`src/rtl/dm9000a_pkg.sv`:
```
// Shared definitions for the DM9000A register-command path: command/delay codes,
// register indices and the TX engine state encoding.
package dm9000a_pkg;

    typedef enum logic [1:0] {
        CMD_READ  = 2'd0,
        CMD_WRITE = 2'd1,
        CMD_TX    = 2'd2,
        CMD_RX    = 2'd3
    } comm_type_t;

    typedef enum logic [2:0] {
        DLY_NO   = 3'd0,
        DLY_STD  = 3'd1,
        DLY_LONG = 3'd2
    } post_delay_t;

    localparam logic [7:0] REG_NSR   = 8'h01;
    localparam logic [7:0] REG_TCR   = 8'h02;
    localparam logic [7:0] REG_MWCMD = 8'hF8;
    localparam logic [7:0] REG_TXPLL = 8'hFC;
    localparam logic [7:0] REG_TXPLH = 8'hFD;

    typedef enum logic [3:0] {
        IDLE,
        GRANT,
        GAP,
        RDY,
        DATA,
        ISSUE_DATA,
        ISSUE_LENL,
        ISSUE_LENH,
        ISSUE_TXREQ,
        ISSUE_POLL,
        CHECK_POLL,
        DONE
    } tx_state_t;

    typedef enum logic [1:0] {
        ISS_IDLE,
        ISS_START,
        ISS_GAP,
        ISS_WAIT
    } issue_state_t;

    typedef struct packed {
        comm_type_t  comm_type;
        logic [7:0]  addr;
        logic [15:0] dataw;
        post_delay_t delay;
    } reg_cmd_t;

endpackage

```
`src/rtl/dm9000a_tx_engine_if.sv`:
```
// Register-command bus between a DM9000A client (master) and the shared
// register interface / arbiter (slave).
interface dm9000a_tx_engine_if;

    logic        reg_req;
    logic        reg_grant;
    logic        enet_rdy;
    logic        reg_start_comm;
    logic [7:0]  reg_addr;
    logic [15:0] reg_dataw;
    logic [1:0]  reg_comm_type;
    logic [2:0]  reg_post_command_delay;
    logic [15:0] reg_datar;

    modport master (
        output reg_req,
        output reg_start_comm,
        output reg_addr,
        output reg_dataw,
        output reg_comm_type,
        output reg_post_command_delay,
        input  reg_grant,
        input  enet_rdy,
        input  reg_datar
    );

    modport slave (
        input  reg_req,
        input  reg_start_comm,
        input  reg_addr,
        input  reg_dataw,
        input  reg_comm_type,
        input  reg_post_command_delay,
        output reg_grant,
        output enet_rdy,
        output reg_datar
    );

endinterface

```
`src/rtl/dm9000a_cmd_issuer.sv`:
```
// Start/gap/wait handshake for one register command; the command fields are held
// in registers from the start cycle until the next launch.
module dm9000a_cmd_issuer
    import dm9000a_pkg::*;
(
    input  logic     Clock,
    input  logic     Reset_n,
    input  logic     launch,
    input  reg_cmd_t cmd,
    input  logic     enet_rdy,
    output logic     start_comm,
    output reg_cmd_t cmd_q,
    output logic     cmd_done
);

    issue_state_t state;
    issue_state_t state_next;

    always_ff @(posedge Clock or negedge Reset_n) begin
        if (!Reset_n) begin
            state <= ISS_IDLE;
            cmd_q <= '0;
        end else begin
            state <= state_next;
            if (launch) begin
                cmd_q <= cmd;
            end
        end
    end

    // The gap cycle lets the controller drop enet_rdy before it is looked at again.
    always_comb begin
        state_next = state;
        cmd_done   = 1'b0;
        case (state)
            ISS_IDLE:  cmd_done = enet_rdy;
            ISS_START: state_next = ISS_GAP;
            ISS_GAP:   state_next = ISS_WAIT;
            ISS_WAIT: begin
                if (enet_rdy) begin
                    cmd_done   = 1'b1;
                    state_next = ISS_IDLE;
                end
            end
            default:   state_next = ISS_IDLE;
        endcase
        if (launch) begin
            state_next = ISS_START;
        end
    end

    assign start_comm = (state == ISS_START);

endmodule

```
`src/rtl/dm9000a_tx_engine.sv`:
```
// Copies an upstream frame into the DM9000A TX SRAM word by word, programs the
// length, issues TXREQ and polls TCR until the controller reports completion.
module dm9000a_tx_engine
    import dm9000a_pkg::*;
#(
    parameter int MAX_WORDS  = 757,
    parameter int POLL_LIMIT = 4095
) (
    input  logic                       Clock,
    input  logic                       Reset_n,
    input  logic                       tx_req_in,
    input  logic [15:0]                tx_packet_data_in,
    output logic                       tx_packet_data_rdy_out,
    output logic                       tx_complete_out,
    output logic                       tx_error_out,
    dm9000a_tx_engine_if.master        bus
);

    localparam int WW = $clog2(MAX_WORDS + 1);
    localparam int PW = $clog2(POLL_LIMIT + 1);

    tx_state_t   state;
    tx_state_t   state_next;
    tx_state_t   ret;
    logic [WW-1:0] word_cnt;
    logic [PW-1:0] poll_cnt;
    logic        ovf;
    logic        timeout;
    logic        word_inc;
    logic        ovf_set;
    logic        poll_inc;
    logic        timeout_set;
    logic        launch;
    logic        cmd_done;
    reg_cmd_t    cmd;
    reg_cmd_t    cmd_q;
    logic [10:0] byte_cnt;

    assign byte_cnt = 11'(word_cnt) << 1;

    always_ff @(posedge Clock or negedge Reset_n) begin
        if (!Reset_n) begin
            state    <= IDLE;
            ret      <= IDLE;
            word_cnt <= '0;
            poll_cnt <= '0;
            ovf      <= 1'b0;
            timeout  <= 1'b0;
        end else begin
            state <= state_next;
            case (state)
                IDLE: begin
                    word_cnt <= '0;
                    poll_cnt <= '0;
                    ovf      <= 1'b0;
                    timeout  <= 1'b0;
                end
                GRANT:       ret <= DATA;
                ISSUE_DATA:  ret <= DATA;
                ISSUE_LENL:  ret <= ISSUE_LENH;
                ISSUE_LENH:  ret <= ISSUE_TXREQ;
                ISSUE_TXREQ: ret <= ISSUE_POLL;
                ISSUE_POLL:  ret <= CHECK_POLL;
                default: ;
            endcase
            if (word_inc) begin
                word_cnt <= word_cnt + WW'(1);
            end
            if (ovf_set) begin
                ovf <= 1'b1;
            end
            if (poll_inc) begin
                poll_cnt <= poll_cnt + PW'(1);
            end
            if (timeout_set) begin
                timeout <= 1'b1;
            end
        end
    end

    // Words beyond MAX_WORDS are still acknowledged so upstream drains the frame.
    always_comb begin
        state_next             = state;
        tx_packet_data_rdy_out = 1'b0;
        tx_complete_out        = 1'b0;
        tx_error_out           = 1'b0;
        word_inc               = 1'b0;
        ovf_set                = 1'b0;
        poll_inc               = 1'b0;
        timeout_set            = 1'b0;
        case (state)
            IDLE:  if (tx_req_in) state_next = GRANT;
            GRANT: if (bus.reg_grant) state_next = RDY;
            GAP:   state_next = RDY;
            RDY:   if (cmd_done) state_next = ret;
            DATA: begin
                if (tx_req_in) begin
                    tx_packet_data_rdy_out = 1'b1;
                    if (word_cnt < WW'(MAX_WORDS)) begin
                        word_inc   = 1'b1;
                        state_next = ISSUE_DATA;
                    end else begin
                        ovf_set = 1'b1;
                    end
                end else if (word_cnt == '0) begin
                    state_next = DONE;
                end else begin
                    state_next = ISSUE_LENL;
                end
            end
            ISSUE_DATA, ISSUE_LENL, ISSUE_LENH, ISSUE_TXREQ, ISSUE_POLL: state_next = GAP;
            CHECK_POLL: begin
                if (!bus.reg_datar[0]) begin
                    state_next = DONE;
                end else begin
                    poll_inc = 1'b1;
                    if (poll_cnt == PW'(POLL_LIMIT - 1)) begin
                        timeout_set = 1'b1;
                        state_next  = DONE;
                    end else begin
                        state_next = ISSUE_POLL;
                    end
                end
            end
            DONE: begin
                tx_complete_out = 1'b1;
                tx_error_out    = ovf | timeout;
                state_next      = IDLE;
            end
            default: state_next = IDLE;
        endcase
    end

    // Command fields are loaded on the edge entering an ISSUE state so they are valid with the start pulse.
    always_comb begin
        launch = 1'b0;
        cmd    = '{comm_type: CMD_READ, addr: 8'h00, dataw: 16'h0000, delay: DLY_NO};
        case (state_next)
            ISSUE_DATA: begin
                launch = 1'b1;
                cmd    = '{comm_type: CMD_TX, addr: REG_MWCMD, dataw: tx_packet_data_in, delay: DLY_NO};
            end
            ISSUE_LENL: begin
                launch = 1'b1;
                cmd    = '{comm_type: CMD_WRITE, addr: REG_TXPLL, dataw: {8'h00, byte_cnt[7:0]}, delay: DLY_NO};
            end
            ISSUE_LENH: begin
                launch = 1'b1;
                cmd    = '{comm_type: CMD_WRITE, addr: REG_TXPLH, dataw: {13'h0000, byte_cnt[10:8]}, delay: DLY_NO};
            end
            ISSUE_TXREQ: begin
                launch = 1'b1;
                cmd    = '{comm_type: CMD_WRITE, addr: REG_TCR, dataw: 16'h0001, delay: DLY_STD};
            end
            ISSUE_POLL: begin
                launch = 1'b1;
                cmd    = '{comm_type: CMD_READ, addr: REG_TCR, dataw: 16'h0000, delay: DLY_NO};
            end
            default: ;
        endcase
    end

    dm9000a_cmd_issuer u_issuer (
        .Clock      (Clock),
        .Reset_n    (Reset_n),
        .launch     (launch),
        .cmd        (cmd),
        .enet_rdy   (bus.enet_rdy),
        .start_comm (bus.reg_start_comm),
        .cmd_q      (cmd_q),
        .cmd_done   (cmd_done)
    );

    assign bus.reg_req                = (state != IDLE) && (state != DONE);
    assign bus.reg_addr               = cmd_q.addr;
    assign bus.reg_dataw              = cmd_q.dataw;
    assign bus.reg_comm_type          = cmd_q.comm_type;
    assign bus.reg_post_command_delay = cmd_q.delay;

endmodule

```
`src/flat_wrapper.sv`:
```
// flat-port wrapper written by rule: the top's interface ports become plain ports
module dm9000a_tx_engine_flat import dm9000a_pkg::*;
#(
    parameter int MAX_WORDS  = 757,
    parameter int POLL_LIMIT = 4095
)
  (Clock, Reset_n, tx_req_in, tx_packet_data_in, tx_packet_data_rdy_out, tx_complete_out, tx_error_out, bus_reg_req, bus_reg_start_comm, bus_reg_addr, bus_reg_dataw, bus_reg_comm_type, bus_reg_post_command_delay, bus_reg_grant, bus_enet_rdy, bus_reg_datar);
  dm9000a_tx_engine_if bus_i ();
  input  logic Clock;
  input  logic Reset_n;
  input  logic tx_req_in;
  input  logic [15:0] tx_packet_data_in;
  output logic tx_packet_data_rdy_out;
  output logic tx_complete_out;
  output logic tx_error_out;
  output wire logic [$bits(bus_i.reg_req)-1:0] bus_reg_req;
  output wire logic [$bits(bus_i.reg_start_comm)-1:0] bus_reg_start_comm;
  output wire logic [$bits(bus_i.reg_addr)-1:0] bus_reg_addr;
  output wire logic [$bits(bus_i.reg_dataw)-1:0] bus_reg_dataw;
  output wire logic [$bits(bus_i.reg_comm_type)-1:0] bus_reg_comm_type;
  output wire logic [$bits(bus_i.reg_post_command_delay)-1:0] bus_reg_post_command_delay;
  input wire logic [$bits(bus_i.reg_grant)-1:0] bus_reg_grant;
  input wire logic [$bits(bus_i.enet_rdy)-1:0] bus_enet_rdy;
  input wire logic [$bits(bus_i.reg_datar)-1:0] bus_reg_datar;
  assign bus_reg_req = bus_i.reg_req;
  assign bus_reg_start_comm = bus_i.reg_start_comm;
  assign bus_reg_addr = bus_i.reg_addr;
  assign bus_reg_dataw = bus_i.reg_dataw;
  assign bus_reg_comm_type = bus_i.reg_comm_type;
  assign bus_reg_post_command_delay = bus_i.reg_post_command_delay;
  assign bus_i.reg_grant = bus_reg_grant;
  assign bus_i.enet_rdy = bus_enet_rdy;
  assign bus_i.reg_datar = bus_reg_datar;
  dm9000a_tx_engine #(.MAX_WORDS(MAX_WORDS), .POLL_LIMIT(POLL_LIMIT)) u_core (.Clock(Clock), .Reset_n(Reset_n), .tx_req_in(tx_req_in), .tx_packet_data_in(tx_packet_data_in), .tx_packet_data_rdy_out(tx_packet_data_rdy_out), .tx_complete_out(tx_complete_out), .tx_error_out(tx_error_out), .bus(bus_i));
endmodule
```
`config.mk`:
```
export PLATFORM = sky130hd
export DESIGN_NAME = dm9000a_tx_engine_flat
export DESIGN_NICKNAME = d
export VERILOG_FILES = /design/src/rtl/dm9000a_pkg.sv /design/src/rtl/dm9000a_tx_engine_if.sv /design/src/rtl/dm9000a_cmd_issuer.sv /design/src/rtl/dm9000a_tx_engine.sv /design/src/flat_wrapper.sv
export SDC_FILE = /design/constraint.sdc
export NUM_CORES = 1
export LEC_CHECK = 0
export BUFFER_PORTS_ARGS = -buffer_cell sky130_fd_sc_hd__buf_2
export CAP_MARGIN = 20
export CORE_ASPECT_RATIO = 1.5
export CORE_MARGIN = 8
export CORE_UTILIZATION = 54
export DETAILED_ROUTE_END_ITERATION = 16
export PLACE_DENSITY = 0.88
export SYNTH_ARGS = -nofsm -noshare
export SYNTH_HDL_FRONTEND = slang
export SYNTH_SLANG_ARGS = --single-unit
```
`constraint.sdc`:
```
create_clock -name Clock -period 2.4 [get_ports Clock]
set_clock_uncertainty 0.1 [all_clocks]
set_input_delay 0.48 -clock Clock [delete_from_list [all_inputs] [get_ports Clock]]
set_output_delay 0.48 -clock Clock [all_outputs]
set_load 0.005 [all_outputs]
```
* After elaboration in Yosys (flattened, before gate mapping)
Cells that the tools add are included.
Storage, ports and cells: bits in registers 63, latch bits 0, memory bits (writable) 0, memory bits (read-only) 0, input port bits 37, output and inout bits 34, logic and storage cells 91, memories 0
Operators by class: add/sub/neg operators 2, multipliers 0, div/mod/pow operators 0, $lt $le $gt $ge 1, equality and inequality tests 22, shift-type cells 0, muxes and demuxes 39, bitwise operators 1, reductions and logical operators 15
Operators by type and width (count):
- $pmux W29 S5 | 1
- $eq A4 B3 Y1 const B | 7
- $mux W4 | 7
- $pmux W4 S7 | 1
- $eq A4 B4 Y1 const B | 6
- $mux W12 | 2
- $mux W1 | 20
- $mux W10 | 2
- $pmux W4 S5 | 1
- $add A12 B1 Y12 const B | 1
- $eq A12 B12 Y1 const B | 1
- $add A10 B1 Y10 const B | 1
- $logic_not A10 Y1 | 1
- $lt A10 B10 Y1 const B | 1
- $reduce_or A5 Y1 | 2
- $eq A4 B2 Y1 const B | 2
- $reduce_bool A2 Y1 | 4
- $reduce_bool A4 Y1 | 2
- $mux W2 | 3
- $pmux W2 S3 | 1
- $reduce_bool A5 Y1 | 1
- $eq A2 B2 Y1 const B | 2
- $eq A4 B1 Y1 const B | 1
- $logic_not A4 Y1 | 1
- other kinds (9) | 9

* Depth between registers and ports, before layout
depth after elaboration 9, mapped depth 10

* Cells and area by module
From an unflattened synthesis, not the netlist that was laid out.
Unflattened totals: cell total of the unflattened synthesis 321, area, all modules 3463.3 um^2
Modules (own cells, without submodules):
- dm9000a_tx_engine | instances 1, cells each 243, area each 2092.0 um^2
- dm9000a_cmd_issuer | instances 1, cells each 78, area each 1371.3 um^2

* Least setup slack after synthesis
OpenSTA, ideal clock, no wires.
path kind register to register, start point register u_core.u_issuer.state[0], end point register, netlist name u_core.u_issuer.cmd_q[27], setup time 124 ps, arrival 2043 ps, required time 2176 ps, slack 133 ps, cell stages (with the launch flop) 11, path buffers 1, clock period less this slack 2267 ps, cell sequence dfrtp_1 > inv_1 > ha_1 > and4b_1 > o21ai_0 > a32oi_4 > inv_2 > o211ai_2 > o31a_4 > buf_6 > a211o_1
Between the ends: cells in the longest elaborated chain, start to end 7, elaborated cells between the ends (all ways) 13
RTL lines:
- from (decl) | RTL line dm9000a_cmd_issuer.sv:16 | issue_state_t state;
- from (signal assigned) | RTL line dm9000a_cmd_issuer.sv:24 | state <= state_next;
- $eq A2 B2 Y1 / $logic_not A2 Y1 (equally long branches) | RTL line dm9000a_cmd_issuer.sv:35 | case (state)
- $pmux W1 S2 (*) | RTL line dm9000a_cmd_issuer.sv:35
- $mux W4 (*) | RTL line dm9000a_tx_engine.sv:95 | RDY: if (cmd_done) state_next = ret;
- $pmux W4 S7 (*) | RTL line dm9000a_tx_engine.sv:91 | case (state)
- net u_core.state_next[0] | RTL line dm9000a_tx_engine.sv:23 | tx_state_t state_next;
- $eq A4 B3 Y1 / $eq A4 B4 Y1 (equally long branches) | RTL line dm9000a_tx_engine.sv:138 | case (state_next)
- $reduce_or A5 Y1 (no source line)
- $mux W1 | RTL line dm9000a_tx_engine.sv:138
Mark *: on every way through the listed nets, which the timed path passes. The rest lies on a longest branch. A chain may end at the register's enable or synchronous reset.

* Worst setup path in the final report
start point register u_core.u_issuer.state[1], end point register, netlist name u_core.u_issuer.cmd_q[3]
Between the ends: cells in the longest elaborated chain, start to end 7, elaborated cells between the ends (all ways) 13
RTL lines (RTL line):
- $eq A2 B2 Y1 / $logic_not A2 Y1 (equally long branches) | dm9000a_cmd_issuer.sv:35
- $pmux W1 S2 (*) | dm9000a_cmd_issuer.sv:35
- $mux W4 (*) | dm9000a_tx_engine.sv:95
- $pmux W4 S7 (*) | dm9000a_tx_engine.sv:91
- $eq A4 B3 Y1 / $eq A4 B4 Y1 (equally long branches) | dm9000a_tx_engine.sv:138
- $reduce_or A5 Y1 (no source line)
- $mux W1 | dm9000a_tx_engine.sv:138
Every way passes the cells marked *; elsewhere a longest branch is shown, timed or not.

==> results.json <==
{
  "finalHoldViolations": 3,
  "final_cell_mix": "55 x dfrtp_1, 54 x buf_2, 36 x buf_4, 24 x nand2_1, 21 x nor2_1",
  "async_flop_share_pct": 100,
  "cts_root_buffer": "clkbuf_8",
  "ys_ff_latch": 57,
  "end_kind": "register",
  "slowest_delay_ns": 0.42,
  "fin_cells": 472,
  "row_count": 34,
  "route.detailed.drc": 0,
  "start_kind": "register",
  "cp_data_required_time_ns": 2.50,
  "crit_arrival_ns": 2.56,
  "die_area_um2": 8520,
  "timing.rr.start": "u_core.u_issuer.state[1]",
  "yosys_warnings": 0,
  "grt_pass1_wl_um": 13100,
  "fillers": 401,
  "grt_antenna_before_repair": 0,
  "rrSetupSlack_ns": -0.06,
  "worstSkewPairLatency_ns": 0.35,
  "io_pins": 71,
  "synthCells": 312,
  "reg2reg_depth": 8,
  "cts.htree.levels": 3,
  "dp.cells": 446,
  "ys_seq_area_share_pct": 45.7,
  "fp.dieH_um": 109,
  "start_util_pct": 54.7,
  "cts_buffers": 9,
  "avgSynthCellArea_um2": 10.0,
  "holdWs_ns": -0.00168,
  "die_w_um": 78.1,
  "grt_max_degree": 38,
  "p_leak_nw": 1.95,
  "synthToLayoutAreaGrowth_pct": 29.6,
  "period_minus_slack_ns": 2.46,
  "cp_slowest_cell": "dfrtp_1",
  "synthFlopType": "dfrtp_1",
  "path_max_fanout": 7,
  "dr.pass1.iters": 5,
  "cts.sink_count": 57,
  "fin_ws_ns": -0.0611,
  "status": "complete, but fails checks",
  "dp.final_hpwl_um": 5760,
  "setup_violations": 1,
  "pre_cts_ws_ns": -0.0510,
  "hold_path.class": "in2async",
  "cts_tree": "yes",
  "cts.clk_slew.worst_paths_ns": 0.06,
  "drive_above_1_share_pct": 36.0,
  "p_total_mw": 4.93,
  "worst_pin_slew_ns": 0.507,
  "synth_edf_count": 0,
  "power.density_nw_per_um2": 1220,
  "ant_nets": 0,
  "maxSlewViolCount": 0,
  "drtIter0Drc": 208,
  "wl_per_cell_um": 18.6,
  "final_common_cell": "dfrtp_1",
  "grt_remaining_overflow": 0,
  "ir_worst_vdd_v": 0.000851,
  "synth.distinct_cells": 62,
  "nets": 441,
  "fp.coreArea_um2": 5700,
  "gp_congestion": 0.883,
  "violations": "hold timing, setup timing",
  "port_buffers": 53,
  "synth_area_um2": 3120,
  "drv_cap": 0,
  "via_per_inst": 6.14,
  "path_class": "reg2reg",
  "crit_chain": "ha_4, nand4b_1, a22oi_2, o21a_1, nand2b_4, buf_4, o311ai_1, nand4b_1",
  "vias": 2900,
  "cts_hold_buf": 0,
  "clockBufferDepth": 2,
  "grt_use_total_pct": 19.2,
  "timing.rr.end": "u_core.u_issuer.cmd_q[3]",
  "num_antenna_cells": 0,
  "grt_pass1_vias": 2836,
  "drt-total-wl_um": 8770,
  "crit_top_cell": "nand4b_1",
  "fmax_ghz": 0.406,
  "post-route-period-util_pct": 103,
  "max-slew-margin-rel_pct": 66.2
}
## synth_stat cells (all sizes together) (2+ instances only)
cell	count	share of area, %
nand2	25	3.0
a21o	5	1.2
a21oi	9	1.4
a22oi	7	1.7
nand3	19	3.0
buf	18	4.1
o211ai	3	0.88
mux2i	6	1.9
o31ai	3	0.72
and3	4	0.80
nor3	4	0.96
o21a	5	1.2
o41ai	3	0.84
o21ai	19	3.0
mux2	2	0.72
o311ai	3	0.84
ha	8	3.2
nor2b	4	0.80
o21bai	2	0.48
a221oi	4	1.1
a22o	10	2.8
inv	14	1.7
clkbuf	6	0.80
and2	2	0.40
nor4b	2	1.2
xor2	4	1.1
a31oi	2	0.40
nor2	21	2.5
nand2b	4	0.80
o2bb2ai	5	1.4
nand4b	4	1.1
nand4	6	1.2
or3	2	0.40
o2111ai	2	0.56
nor4	2	0.40
dfrtp	57	46
## cell families (layout without fill, tap and decap cells)
family / Yosys count / count (layout) / share of synthesized area (%)
mux: 8 / 8 / 2.65
flops: 57 / 57 / 45.7
compound gates: 92 / 95 / 22.4
xor+xnor: 5 / 5 / 1.40
other cells: 1 / 2 / 0.120
buf+inv: 38 / 122 / 6.62
simple gates: 103 / 103 / 17.9
fa+ha+maj: 8 / 8 / 3.21
## sequential cells by signal (all words and copies together) (netlist names)
name                   cells
u_core.u_issuer.cmd_q     23
u_core.poll_cnt           12
u_core.word_cnt           10
u_core.ret                 4
u_core.state               4
u_core.u_issuer.state      2
u_core.ovf                 1
u_core.timeout             1
## critical path: cells and delay by family, from the launching register on
kind / cells / cell delay (ns)
AO/OA/AOI/OAI: 3 / 0.90
AND/OR/NAND/NOR: 3 / 0.45
flip-flops: 1 / 0.42
adder cells (fa/ha/maj): 1 / 0.28
buffers and inverters: 1 / 0.17
## power breakdown
group / internal [mW] / switching (mW)
logic: 1.19 / 1.30
clock network: 0.526 / 0.374
registers: 1.26 / 0.287
total: 2.97 / 1.96
## how the worst max path moves through the flow
stage	start	end	slack, ns
2_1_floorplan	u_core.u_issuer.state[0]	u_core.u_issuer.cmd_q[27]	0.13
3_3_place_gp	u_core.u_issuer.state[0]	u_core.u_issuer.cmd_q[16]	0.03
3_5_place_dp	u_core.u_issuer.state[1]	u_core.u_issuer.cmd_q[13]	-0.05
4_1_cts	u_core.u_issuer.state[1]	u_core.u_issuer.cmd_q[6]	0.006
5_1_grt	u_core.u_issuer.state[1]	u_core.u_issuer.cmd_q[3]	-0.13
6_report	u_core.u_issuer.state[1]	u_core.u_issuer.cmd_q[3]	-0.06
## layer usage
metal	share of wire, %	up-vias	global-route usage, %
met3	7.3	23	6.93
met4	2.2	0	9.18
met1	38	1432	19.4
li1	-	1316	-
met2	53	129	34.3
met5	0	-	0
## metrics by stage
step | utilization, % | cell area [µm²] | hold slack, ns | TNS (ns)
after global placement | 62.8 | 3580 | 0.357 | 0
after CTS | 66.7 | 3800 | 0.0135 | 0
after detailed placement | 62.8 | 3580 | 0.365 | -0.314
final | 70.9 | 4040 | -0.00168 | -0.0611
after floorplan | - | 3120 | 0.0844 | 0
after global routing | 70.9 | 4040 | 0.0372 | -0.590
## final cells by class
type	count	area (µm²)	area share, %
multi-input cells	221	1690	41.9
flip-flops and latches	57	1430	35.3
repair buffers	93	583	14.4
clock buffers	12	155	3.84
well taps	72	90.1	2.23
inverters	14	52.6	1.30
clock inverters	3	40.0	0.990
## repair_timing
action	4_1_cts	5_1_grt
gates resized for setup	4	32
setup endpoints to repair	9	24
setup buffers	0	8
pin swaps	1	8
gates cloned	1	3
(Power assumes the default switching activity.)
